### config.mk
export PLATFORM = sky130hd
export DESIGN_NAME = iob_bus_merge2
export DESIGN_NICKNAME = d
export VERILOG_FILES = /design/src/rtl/iob_bus_merge2.sv
export SDC_FILE = /design/constraint.sdc
export NUM_CORES = 1
export LEC_CHECK = 0
export ABC_AREA = 1
export BUFFER_PORTS_ARGS = -buffer_cell sky130_fd_sc_hd__buf_2
export CAP_MARGIN = 20
export CORE_AREA = 2 2 123 125
export DETAILED_ROUTE_END_ITERATION = 10
export DIE_AREA = 0 0 125 127
export HOLD_SLACK_MARGIN = 0.06
export PLACE_DENSITY_LB_ADDON = 0.15
export SLEW_MARGIN = 10
export SYNTH_ARGS = -nofsm -noshare
export SYNTH_HDL_FRONTEND = slang
export SYNTH_SLANG_ARGS = --single-unit
export TNS_END_PERCENT = 100
### constraint.sdc
create_clock -name clk_i -period 1.1 [get_ports clk_i]
set_input_delay 0.11 -clock clk_i [delete_from_list [all_inputs] [get_ports clk_i]]
set_output_delay 0.11 -clock clk_i [all_outputs]
set_load 0.03 [all_outputs]
### src/rtl/iob_bus_merge2.sv
// Two-master to one-slave bus merger: round-robin arbitration on contention,
// at most one read outstanding, zero-latency request and response paths.
module iob_bus_merge2 #(
  parameter int unsigned ADDR_W = 32,
  parameter int unsigned DATA_W = 32
) (
  input  logic                clk_i,
  input  logic                rst_i,
  input  logic                cke_i,

  input  logic                m0_valid_i,
  input  logic [ADDR_W-1:0]   m0_addr_i,
  input  logic [DATA_W-1:0]   m0_wdata_i,
  input  logic [DATA_W/8-1:0] m0_wstrb_i,
  output logic [DATA_W-1:0]   m0_rdata_o,
  output logic                m0_rvalid_o,
  output logic                m0_ready_o,

  input  logic                m1_valid_i,
  input  logic [ADDR_W-1:0]   m1_addr_i,
  input  logic [DATA_W-1:0]   m1_wdata_i,
  input  logic [DATA_W/8-1:0] m1_wstrb_i,
  output logic [DATA_W-1:0]   m1_rdata_o,
  output logic                m1_rvalid_o,
  output logic                m1_ready_o,

  output logic                s_valid_o,
  output logic [ADDR_W-1:0]   s_addr_o,
  output logic [DATA_W-1:0]   s_wdata_o,
  output logic [DATA_W/8-1:0] s_wstrb_o,
  input  logic [DATA_W-1:0]   s_rdata_i,
  input  logic                s_rvalid_i,
  input  logic                s_ready_i,

  output logic                err_o
);

  localparam int unsigned STRB_W = DATA_W / 8;

  typedef enum logic {
    IDLE    = 1'b0,
    WAIT_RD = 1'b1
  } state_t;

  state_t state, state_nxt;
  logic   owner, owner_nxt;
  logic   last_m, last_m_nxt;
  logic   err_nxt;
  logic   gnt_vld, gnt;
  logic   both_vld;

  // State register; reset wins over the clock enable.
  always_ff @(posedge clk_i) begin
    if (rst_i) begin
      state  <= IDLE;
      owner  <= 1'b0;
      last_m <= 1'b1;
      err_o  <= 1'b0;
    end else if (cke_i) begin
      state  <= state_nxt;
      owner  <= owner_nxt;
      last_m <= last_m_nxt;
      err_o  <= err_nxt;
    end
  end

  // Arbitration, request routing and response steering.
  always_comb begin
    state_nxt   = state;
    owner_nxt   = owner;
    last_m_nxt  = last_m;
    err_nxt     = err_o;
    both_vld    = m0_valid_i & m1_valid_i;
    gnt_vld     = 1'b0;
    gnt         = 1'b0;
    s_valid_o   = 1'b0;
    s_addr_o    = '0;
    s_wdata_o   = '0;
    s_wstrb_o   = '0;
    m0_ready_o  = 1'b0;
    m1_ready_o  = 1'b0;
    m0_rvalid_o = 1'b0;
    m1_rvalid_o = 1'b0;
    m0_rdata_o  = '0;
    m1_rdata_o  = '0;

    case (state)
      IDLE: begin
        gnt_vld = m0_valid_i | m1_valid_i;
        // Contention goes to whoever did not win last time.
        gnt     = both_vld ? ~last_m : m1_valid_i;
        if (gnt_vld) begin
          s_valid_o  = 1'b1;
          s_addr_o   = gnt ? m1_addr_i  : m0_addr_i;
          s_wdata_o  = gnt ? m1_wdata_i : m0_wdata_i;
          s_wstrb_o  = gnt ? m1_wstrb_i : m0_wstrb_i;
          m0_ready_o = ~gnt & s_ready_i;
          m1_ready_o = gnt & s_ready_i;
          if (s_ready_i) begin
            if (both_vld) last_m_nxt = gnt;
            if (s_wstrb_o == STRB_W'(0)) begin
              state_nxt = WAIT_RD;
              owner_nxt = gnt;
            end
          end
        end
        // A response with no read outstanding is dropped and flagged.
        if (s_rvalid_i) err_nxt = 1'b1;
      end
      WAIT_RD: begin
        if (s_rvalid_i) begin
          m0_rvalid_o = ~owner;
          m1_rvalid_o = owner;
          m0_rdata_o  = owner ? '0 : s_rdata_i;
          m1_rdata_o  = owner ? s_rdata_i : '0;
          state_nxt   = IDLE;
        end
      end
      default: state_nxt = IDLE;
    endcase
  end

endmodule

# [Word-level counts from Yosys, hierarchy flattened]
# Index checks and enable logic that the tools add are counted.
[totals] register_bits=4 inputBits=175 output_inout_bits=138 word_cells=47
[classes] n_mux=31 bitwise=8 n_reduce_logical=4
[op_table] cell="two-way mux 32 bit" count=12
[op_table] cell="two-way mux 1 bit" count=15
[op_table] cell="two-way mux 4 bit" count=3
[op_table] cell="AND reduction 5 bit" count=2
[op_table] cell="zero test 4 bit" count=1
[op_table] cell="inverter 1 bit" count=4
[op_table] cell="bitwise AND 1 bit" count=3
[op_table] cell="AND reduction 3 bit" count=1
[op_table] cell="one-hot mux 1 bit (2 select lines)" count=1
[op_table] cell="bitwise OR 1 bit" count=1

# [Depth between registers and ports, before layout]
# Gate-level depths: netlist of the first run.
[logic_depth] ltp_word=8 mapped_depth=9

# [Worst setup path before layout of the first run]
# No wires, ideal clock.
[synth_path] kind="register -> output" start="register state" end="output m1_rdata_o[10]" arrival_ps=1669 setup_slack_ps=-679 stages_incl_launch_ff=6 n_path_buf=1 path_cell_list="dfxtp_1 inv_2 nor3_2 inv_2 buf_6 nor2_1"
[synth_via] elab_chain_cells=1
[synth_rtl] element="start: declaration" line_no="45" source="state_t state, state_nxt;"
[synth_rtl] element="start signal: assignment" line_no="60" source="state <= state_nxt;"
[synth_rtl] element="two-way mux 32 bit" line_no="87" source="case (state)"
[synth_rtl] element="end: declaration" line_no="23" source="output logic [DATA_W-1:0] m1_rdata_o,"
# Every way passes these cells.

# [Worst setup path in the final report of the first run]
[layout_path] start="register state" end="output s_addr_o[13]"
[layout_via] elab_chain_cells=1
[layout_rtl] element="two-way mux 32 bit" line_no="87"
[layout_rtl] element="end: declaration" line_no="28" source="output logic [ADDR_W-1:0] s_addr_o,"
# Every way passes these cells.

==> results.rst, run 1 <==
.. list-table::
   :header-rows: 1

   * - Metric
     - Value
   * - Run status
     - finished, violations left
   * - Violations in the final reports
     - negative setup slack
   * - Arrival time at the worst endpoint
     - 1470 ps
   * - Register-to-register setup slack
     - -280 ps
   * - Endpoint kind of the worst setup timing path
     - output pin
   * - Antenna violations before repair
     - 0
   * - Setup Crit Path Kind
     - reg2out
   * - Part of the total power dissipated in the clock network
     - 0.142
   * - Hold WC Path Type
     - in2reg
   * - Max Root-Sink Buffers
     - 2
   * - Number of iterations in the first detailed-routing pass
     - 4
   * - Count of non-filler cells in the finished layout
     - 923
   * - Proportion of register bits with asynchronous set or reset after synthesis
     - 0
   * - Fin nets
     - 915
   * - Insertion delay of the later-clocked pin in the worst-skew pair
     - 230 ps
   * - Cell row count
     - 44
   * - Overall die height
     - 127 um
   * - Hold path startpoint
     - rst_i
   * - Critical path peak fanout
     - 5
   * - Hold-fix buffers at CTS
     - 0
   * - Internal power
     - 2.19 mW
   * - Relative slew margins
     - 0.823
   * - Clk root buf
     - clkbuf_16
   * - Post-detailed-route via-to-cell ratio
     - 4.25
   * - Worst VDD drop
     - 0.302 mV
   * - Logic depth of the worst register-to-register path
     - 9
   * - Total Routed Length
     - 14200 um
   * - Final-layout fill cell count
     - 1284
   * - Number of design-rule violations left by the first detailed-router iteration
     - 64
   * - Switching part of the total
     - 0.477
   * - Tightest Pin Transition
     - 266 ps
   * - PnR worst setup slack
     - -477 ps
   * - Hold Vio Cnt, Final
     - 0
   * - Skew final
     - 3.34 ps
   * - Power share of the combinational group
     - 0.822
   * - Sequential element share of the synthesized area
     - 0.0456
   * - Fraction of final layout cells sized beyond drive strength 1
     - 0.903
   * - Number of distinct library cells after synthesis
     - 22
   * - Overall fraction of global-route tracks in use
     - 0.163
   * - Post-placement setup slack
     - -291 ps
   * - Effective utilization at floorplan
     - 0.122
   * - Horizontal die dimension
     - 125 um
   * - Worst reg2reg path endpoint
     - owner
   * - Last weighted congestion value of the routability-driven placer
     - 0.892
   * - Per-instance average area after synthesis
     - 4.69 um^2
   * - Number of cells on the worst hold path
     - 2
   * - Setup TNS Final
     - -56810 ps
   * - Finish-stage setup viols
     - 140
   * - Maximum capacitance violations
     - 0
   * - Power per standard cell area
     - 564 mW/mm^2
   * - Post-route ant nets
     - 0
   * - H-tree levels
     - 1
   * - Placed Instances
     - 885
   * - Launching point of the worst reg2reg path
     - state
   * - Maximum clock rate
     - 634 MHz
   * - Clock-pin slew on the worst setup and hold paths
     - 30 ps
   * - IO Count
     - 313
   * - Prevailing post-synth register cell
     - dfxtp_1
   * - Sinks on the clock net
     - 4
   * - Die outline area
     - 0.0159 mm^2
   * - Synthesized netlist cell count
     - 375
   * - Hold Path Sink
     - state
   * - Leakage power total
     - 3.27 nW
   * - Pins over their slew limit
     - 0
   * - Post-layout minimum cycle time
     - 1580 ps
   * - Wirelength per Cell
     - 15.4 um
   * - Setup repair after global routing missed its margin
     - yes
   * - TritonCTS clock tree
     - yes
   * - Number of clock buffers inserted by TritonCTS
     - 3
   * - Crit share post-route
     - 1.43
   * - Data required time at the worst endpoint
     - 990 ps
   * - Area of the core
     - 0.0144 mm^2
   * - Signed area change from the synthesized netlist to the final layout
     - 323%
   * - Global-route wire length before repair
     - 21100 um
   * - Number of enable flip-flop cells after synthesis
     - 0
   * - Net count of the mapped netlist
     - 550
   * - Remaining design rule violation count
     - 0
   * - Total number of yosys warnings
     - 0
   * - Startpoint type of the worst setup path
     - register
   * - Number of I/O port buffers
     - 312
   * - Sequential power share
     - 0.036
   * - Netlist area before placement
     - 0.00176 mm^2
   * - Vias in the first global route
     - 4126
   * - Synth Register Bits
     - 4
   * - Via count
     - 3921
   * - GRT overflow
     - 0
   * - Maximum number of pins on one net before global-route repair
     - 15
   * - Net load switching power
     - 2.00 mW
   * - Final HPWL DP
     - 10000 um
   * - Antenna diodes
     - 0
[what timing repair did]
action                     CTS  global route
setup buffers               14             6
pin swaps                   33            17
gates resized for setup    392            62
setup endpoints to repair  139           140
cloned                      11             5
[how the worst max path moves through the flow]
stage,from,endpoint,depth (start not counted)
5_1_grt,state,s_addr_o[13],7
3_3_place_gp,state,m0_ready_o,6
3_5_place_dp,state,s_wdata_o[25],6
4_1_cts,state,s_wdata_o[20],7
2_1_floorplan,state,m1_rdata_o[10],5
6_report,state,s_addr_o[13],7
[flip-flops by register name, summed over array words and instances (netlist names)]
| register | count |
|---|---|
| err_o | 1 |
| last_m | 1 |
| owner | 1 |
| state | 1 |
[cells by family after synthesis]
logic type | after synthesis | synth area share
AO/OA/AOI/OAI | 71 | 0.206
buffers and inverters | 73 | 0.234
flip-flops | 4 | 0.0456
AND/OR/NAND/NOR | 227 | 0.515
[per-stage QoR]
stage / power [mW] / util / hold WS [ps] / area (um^2)
after global placement: 2.65 / 0.367 / 312 / 5300
after detailed placement: 2.67 / 0.367 / 313 / 5300
after global routing: 4.39 / 0.516 / 79.6 / 7440
after CTS: 4.05 / 0.489 / 76.4 / 7060
after floorplan: 1.86 / - / 163 / 3410
final: 4.19 / 0.516 / 74.8 / 7440
[cells in the final DEF (no fill, tap or decap), types with 6 or more instances in the layout]
master     instances
buf_6            150
nand2_1            6
buf_4             23
o21ai_4           50
nor2_4           168
clkbuf_16          8
nor2_2            24
buf_16             7
buf_2            175
buf_12            21
nor2_1            10
inv_1             41
o21ai_2           12
[cell usage after synthesis, types with 2 or more instances]
cell      count  area (um^2)
nor2_2        2         12.5
a21oi_1       3         15.0
nor3_2        2         20.0
nor2_1      199          747
inv_2         4         15.0
clkbuf_1      2         7.51
dfxtp_1       4         80.1
buf_2         6         30.0
nand2_1      13         48.8
o21ai_1      20          100
inv_1        42          158
nand3b_1      3         22.5
buf_6        17          191
nand3_1       4         20.0
o21ai_0      46          230
clkbuf_2      2         10.0
[power groups by stage]
stage / Combinational [mW] / Clock [mW] / Sequential [mW]
detailed placement: 2.51 / 0 / 0.154
CTS: 3.29 / 0.601 / 0.153
global route: 3.63 / 0.612 / 0.154
finish: 3.44 / 0.595 / 0.153
floorplan: 1.70 / 0 / 0.159
global placement: 2.49 / 0 / 0.154
[layout make-up]
cell class	count	area (um^2)	share of cell area
clock buffer	4	78.8	0.0106
multi-input combinational	299	3300	0.444
inverter	46	196	0.0264
timing repair buffer	385	3540	0.476
tap	184	230	0.0310
timing repair inverter	1	8.76	0.00118
sequential	4	86.3	0.0116
[critical path: stages (launching register included)]
cell and delay, ps:
dfxtp_4 360, nor2_4 130, buf_4 150, clkbuf_16 150, buf_12 120, o21ai_4 60, nor2_4 120, buf_6 140
[metal layers]
metal	vias to the layer above	track usage	wire length, um
met3	16	0.0293	1030
met5	-	0	0
met4	0	0.0307	182
met1	1831	0.178	4890
met2	196	0.326	8090
li1	1878	-	-
Power figures use the tool's default switching activity.
==> run 2, diff against run 1 <==
==> constraint.sdc (replaced) <==
create_clock -name clk_i -period 1.1 [get_ports clk_i]
set_input_delay 0.11 -clock clk_i [delete_from_list [all_inputs] [get_ports clk_i]]
set_output_delay 0.11 -clock clk_i [all_outputs]
set_load 0.02 [all_outputs]
==> run 2 against run 1 <==
Against the previous run: the run still ends with negative setup slack left; sequential power barely moved; power down 16%; count of clock-buffer cells in the layout stayed put; via count shrank 4.0%; utilization fell by 5.3 points; global-route usage is 0.95 points lower; die area stayed put; routed wire length is 5.8% lower; combinational power down 19%; critical path type unchanged.
==> results.rst, run 2 (synthesis gave the netlist of run 1 again) <==
.. list-table::
   :header-rows: 1

   * - Metric
     - Value
   * - Run status
     - finished, violations left (unchanged)
   * - Violations in the final reports
     - negative setup slack (unchanged)
   * - Maximum capacitance violations
     - 0 (unchanged)
   * - Setup Crit Path Kind
     - reg2out (unchanged)
   * - Leakage power total
     - 3.07 nW (was 3.27 nW)
   * - Fin nets
     - 902 (was 915)
   * - Cell-by-cell trace of the critical path
     - inv_4 -> nor3_4 -> inv_4 -> buf_16 -> nor2_4 -> buf_6 (was nor2_4 -> buf_4 -> clkbuf_16 -> buf_12 -> o21ai_4 -> nor2_4 -> buf_6)
   * - Power per standard cell area
     - 527 mW/mm^2 (was 564 mW/mm^2)
   * - Die outline area
     - 0.0159 mm^2 (unchanged)
   * - Maximum number of pins on one net before global-route repair
     - 26 (was 15)
   * - Worst VDD drop
     - 0.652 mV (was 0.302 mV)
   * - Slowest stage cell, crit path
     - dfxtp_4 (unchanged)
   * - PnR worst setup slack
     - -427 ps (was -477 ps)
   * - Cell row count
     - 44 (unchanged)
   * - Post-detailed-route via-to-cell ratio
     - 4.14 (was 4.25)
   * - Wirelength per Cell
     - 14.7 um (was 15.4 um)
   * - Most common library cell in the layout ignoring fill and taps
     - buf_2 (unchanged)
   * - Setup repair after global routing missed its margin
     - yes (unchanged)
   * - Cell repeated most along the worst path
     - inv_4 (was nor2_4)
   * - Hold Path Sink
     - state (unchanged)
   * - Total buffers and inverters traversed by the critical path
     - 4 (unchanged)
   * - H-tree levels
     - 1 (unchanged)
   * - Max Root-Sink Buffers
     - 2 (unchanged)
   * - Signed area change from the synthesized netlist to the final layout
     - 279% (was 323%)
   * - Fraction of final layout cells sized beyond drive strength 1
     - 0.883 (was 0.903)
   * - Antenna diodes
     - 0 (unchanged)
   * - Logic depth of the worst register-to-register path
     - 10 (was 9)
   * - TritonCTS clock tree
     - yes (unchanged)
   * - Overall die height
     - 127 um (unchanged)
   * - GRT overflow
     - 0 (unchanged)
   * - Startpoint type of the worst setup path
     - register (unchanged)
   * - Placed Instances
     - 880 (was 885)
   * - Pins over their slew limit
     - 0 (unchanged)
   * - Clk root buf
     - clkbuf_16 (unchanged)
   * - Number of design-rule violations left by the first detailed-router iteration
     - 45 (was 64)
   * - Maximum clock rate
     - 655 MHz (was 634 MHz)
   * - Skew final
     - 1.57 ps (was 3.34 ps)
   * - Final HPWL DP
     - 9780 um (was 10000 um)
   * - Post-route ant nets
     - 0 (unchanged)
   * - Global-route wire length before repair
     - 20200 um (was 21100 um)
   * - Post-layout utilization of the core
     - 0.462 (was 0.516)
   * - Sinks on the clock net
     - 4 (unchanged)
   * - Last weighted congestion value of the routability-driven placer
     - 0.813 (was 0.892)
   * - Critical path peak fanout
     - 10 (was 5)
   * - Arrival time at the worst endpoint
     - 1420 ps (was 1470 ps)
   * - Data required time at the worst endpoint
     - 990 ps (about the same)
   * - Count of non-filler cells in the finished layout
     - 910 (was 923)
   * - Number of clock buffers inserted by TritonCTS
     - 3 (unchanged)
   * - Effective utilization at floorplan
     - 0.122 (unchanged)
   * - Number of iterations in the first detailed-routing pass
     - 4 (unchanged)
   * - Final-layout fill cell count
     - 1455 (was 1284)
   * - Relative slew margins
     - 0.815 (was 0.823)
   * - IO Count
     - 313 (unchanged)
   * - Insertion delay of the later-clocked pin in the worst-skew pair
     - 220 ps (was 230 ps)
   * - Crit share post-route
     - 1.39 (was 1.43)
   * - Cell area after placement
     - 0.00481 mm^2 (was 0.00530 mm^2)
   * - Number of I/O port buffers
     - 312 (unchanged)
   * - Endpoint kind of the worst setup timing path
     - output pin (unchanged)
   * - Tightest Pin Transition
     - 276 ps (was 266 ps)
   * - Hold path startpoint
     - rst_i (unchanged)
   * - Post-layout minimum cycle time
     - 1530 ps (was 1580 ps)
   * - Finish-stage setup viols
     - 139 (was 140)
   * - Final Instance Area
     - 0.00667 mm^2 (was 0.00744 mm^2)
   * - Hold Vio Cnt, Final
     - 0 (unchanged)
   * - Register-to-register setup slack
     - -280 ps (about the same)
   * - Worst hold slack across all endpoints
     - 94.4 ps (was 74.8 ps)
   * - Hold WC Path Type
     - in2reg (unchanged)
   * - Vias in the first global route
     - 3913 (was 4126)
   * - Total Routed Length
     - 13400 um (was 14200 um)
   * - Number of cells on the worst hold path
     - 2 (unchanged)
   * - Area of the core
     - 0.0144 mm^2 (unchanged)
   * - Clock-pin slew on the worst setup and hold paths
     - 30 ps (about the same)
   * - Via count
     - 3764 (was 3921)
   * - Launching point of the worst reg2reg path
     - last_m (was state)
   * - Slowest stage delay, CP
     - 370 ps (was 360 ps)
   * - Remaining design rule violation count
     - 0 (unchanged)
   * - Commonest non-fill, non-tap cells in the layout
     - buf_2, nor2_4, buf_6, nor2_2, inv_1 (was buf_2, nor2_4, buf_6, o21ai_4, inv_1)
   * - Worst reg2reg path endpoint
     - owner (unchanged)
   * - Antenna violations before repair
     - 1 (was 0)
   * - Horizontal die dimension
     - 125 um (unchanged)
   * - Overall fraction of global-route tracks in use
     - 0.153 (was 0.163)
   * - Cell family contributing the most delay on the critical path
     - buffers and inverters (unchanged)
## run 2: changes by cell type in the layout (fill, tap and decap cells not counted), sizes merged
cell,before,now
buf,380,368
clkbuf,9,10
clkinv,0,1
clkinvlp,1,0
inv,46,45
nand2,16,15
## run 2: worst register-to-register path, cell delays in order (launching register included)
cell	delay, ps
dfxtp_2	320
nand2_4	80
nand2_8	110
buf_4	180
buf_16	140
nand2_4	70
nand2_4	60
nor2_4	110
nand3_1	80
nand2_1	70
nor2_1	30
## run 2: layout make-up
class,instances,area [um^2],share of cell area
clock buffers,4,78.8,0.0118
inverters,46,214,0.0321
multi-input cells,298,2820,0.424
flip-flops and latches,4,88.8,0.0133
well taps,184,230,0.0345
repair buffers,374,3230,0.485
## run 2: how the worst max path moves through the flow
stage                      start              to  slack, ps  cells after the start
final                      state   m1_rdata_o[1]       -430                      6
after detailed placement  last_m    s_addr_o[24]       -340                      7
after floorplan            state  m1_rdata_o[10]       -190                      5
after global routing       state   s_wdata_o[29]       -480                      7
after global placement    last_m    s_addr_o[22]       -290                      7
after CTS                 last_m   s_wdata_o[19]       -430                      7
## run 2: per-stage QoR
| stage | power (mW) | setup slack (ps) | setup TNS [ps] |
|---|---|---|---|
| after floorplan | 1.44 | -188 | -15470 |
| after CTS | 3.35 | -431 | -51860 |
| final | 3.51 | -427 | -50880 |
| after global placement | 2.17 | -289 | -26190 |
| after detailed placement | 2.19 | -345 | -29870 |
| after global routing | 3.71 | -480 | -59020 |
## run 2: power by group
part / switching [mW] / internal, mW / total, mW
clock network: 0.106 / 0.479 / 0.585
registers: 0.00396 / 0.147 / 0.151
logic: 1.46 / 1.32 / 2.78
## run 2: per-layer routing
layer / wire length, um / track usage
met4: 296 / 0.0346
met1: 4870 / 0.173
met2: 7520 / 0.304
met3: 654 / 0.0184
met5: 13 / 0
## run 2: what timing repair did
item	in CTS	in global routing
setup buffers	11	3
gates resized for setup	364	54
gates cloned	7	7
pin swaps	25	10
hold buffers	0	0
endpoints found under the setup margin	139	140
endpoints found under the hold margin	0	0
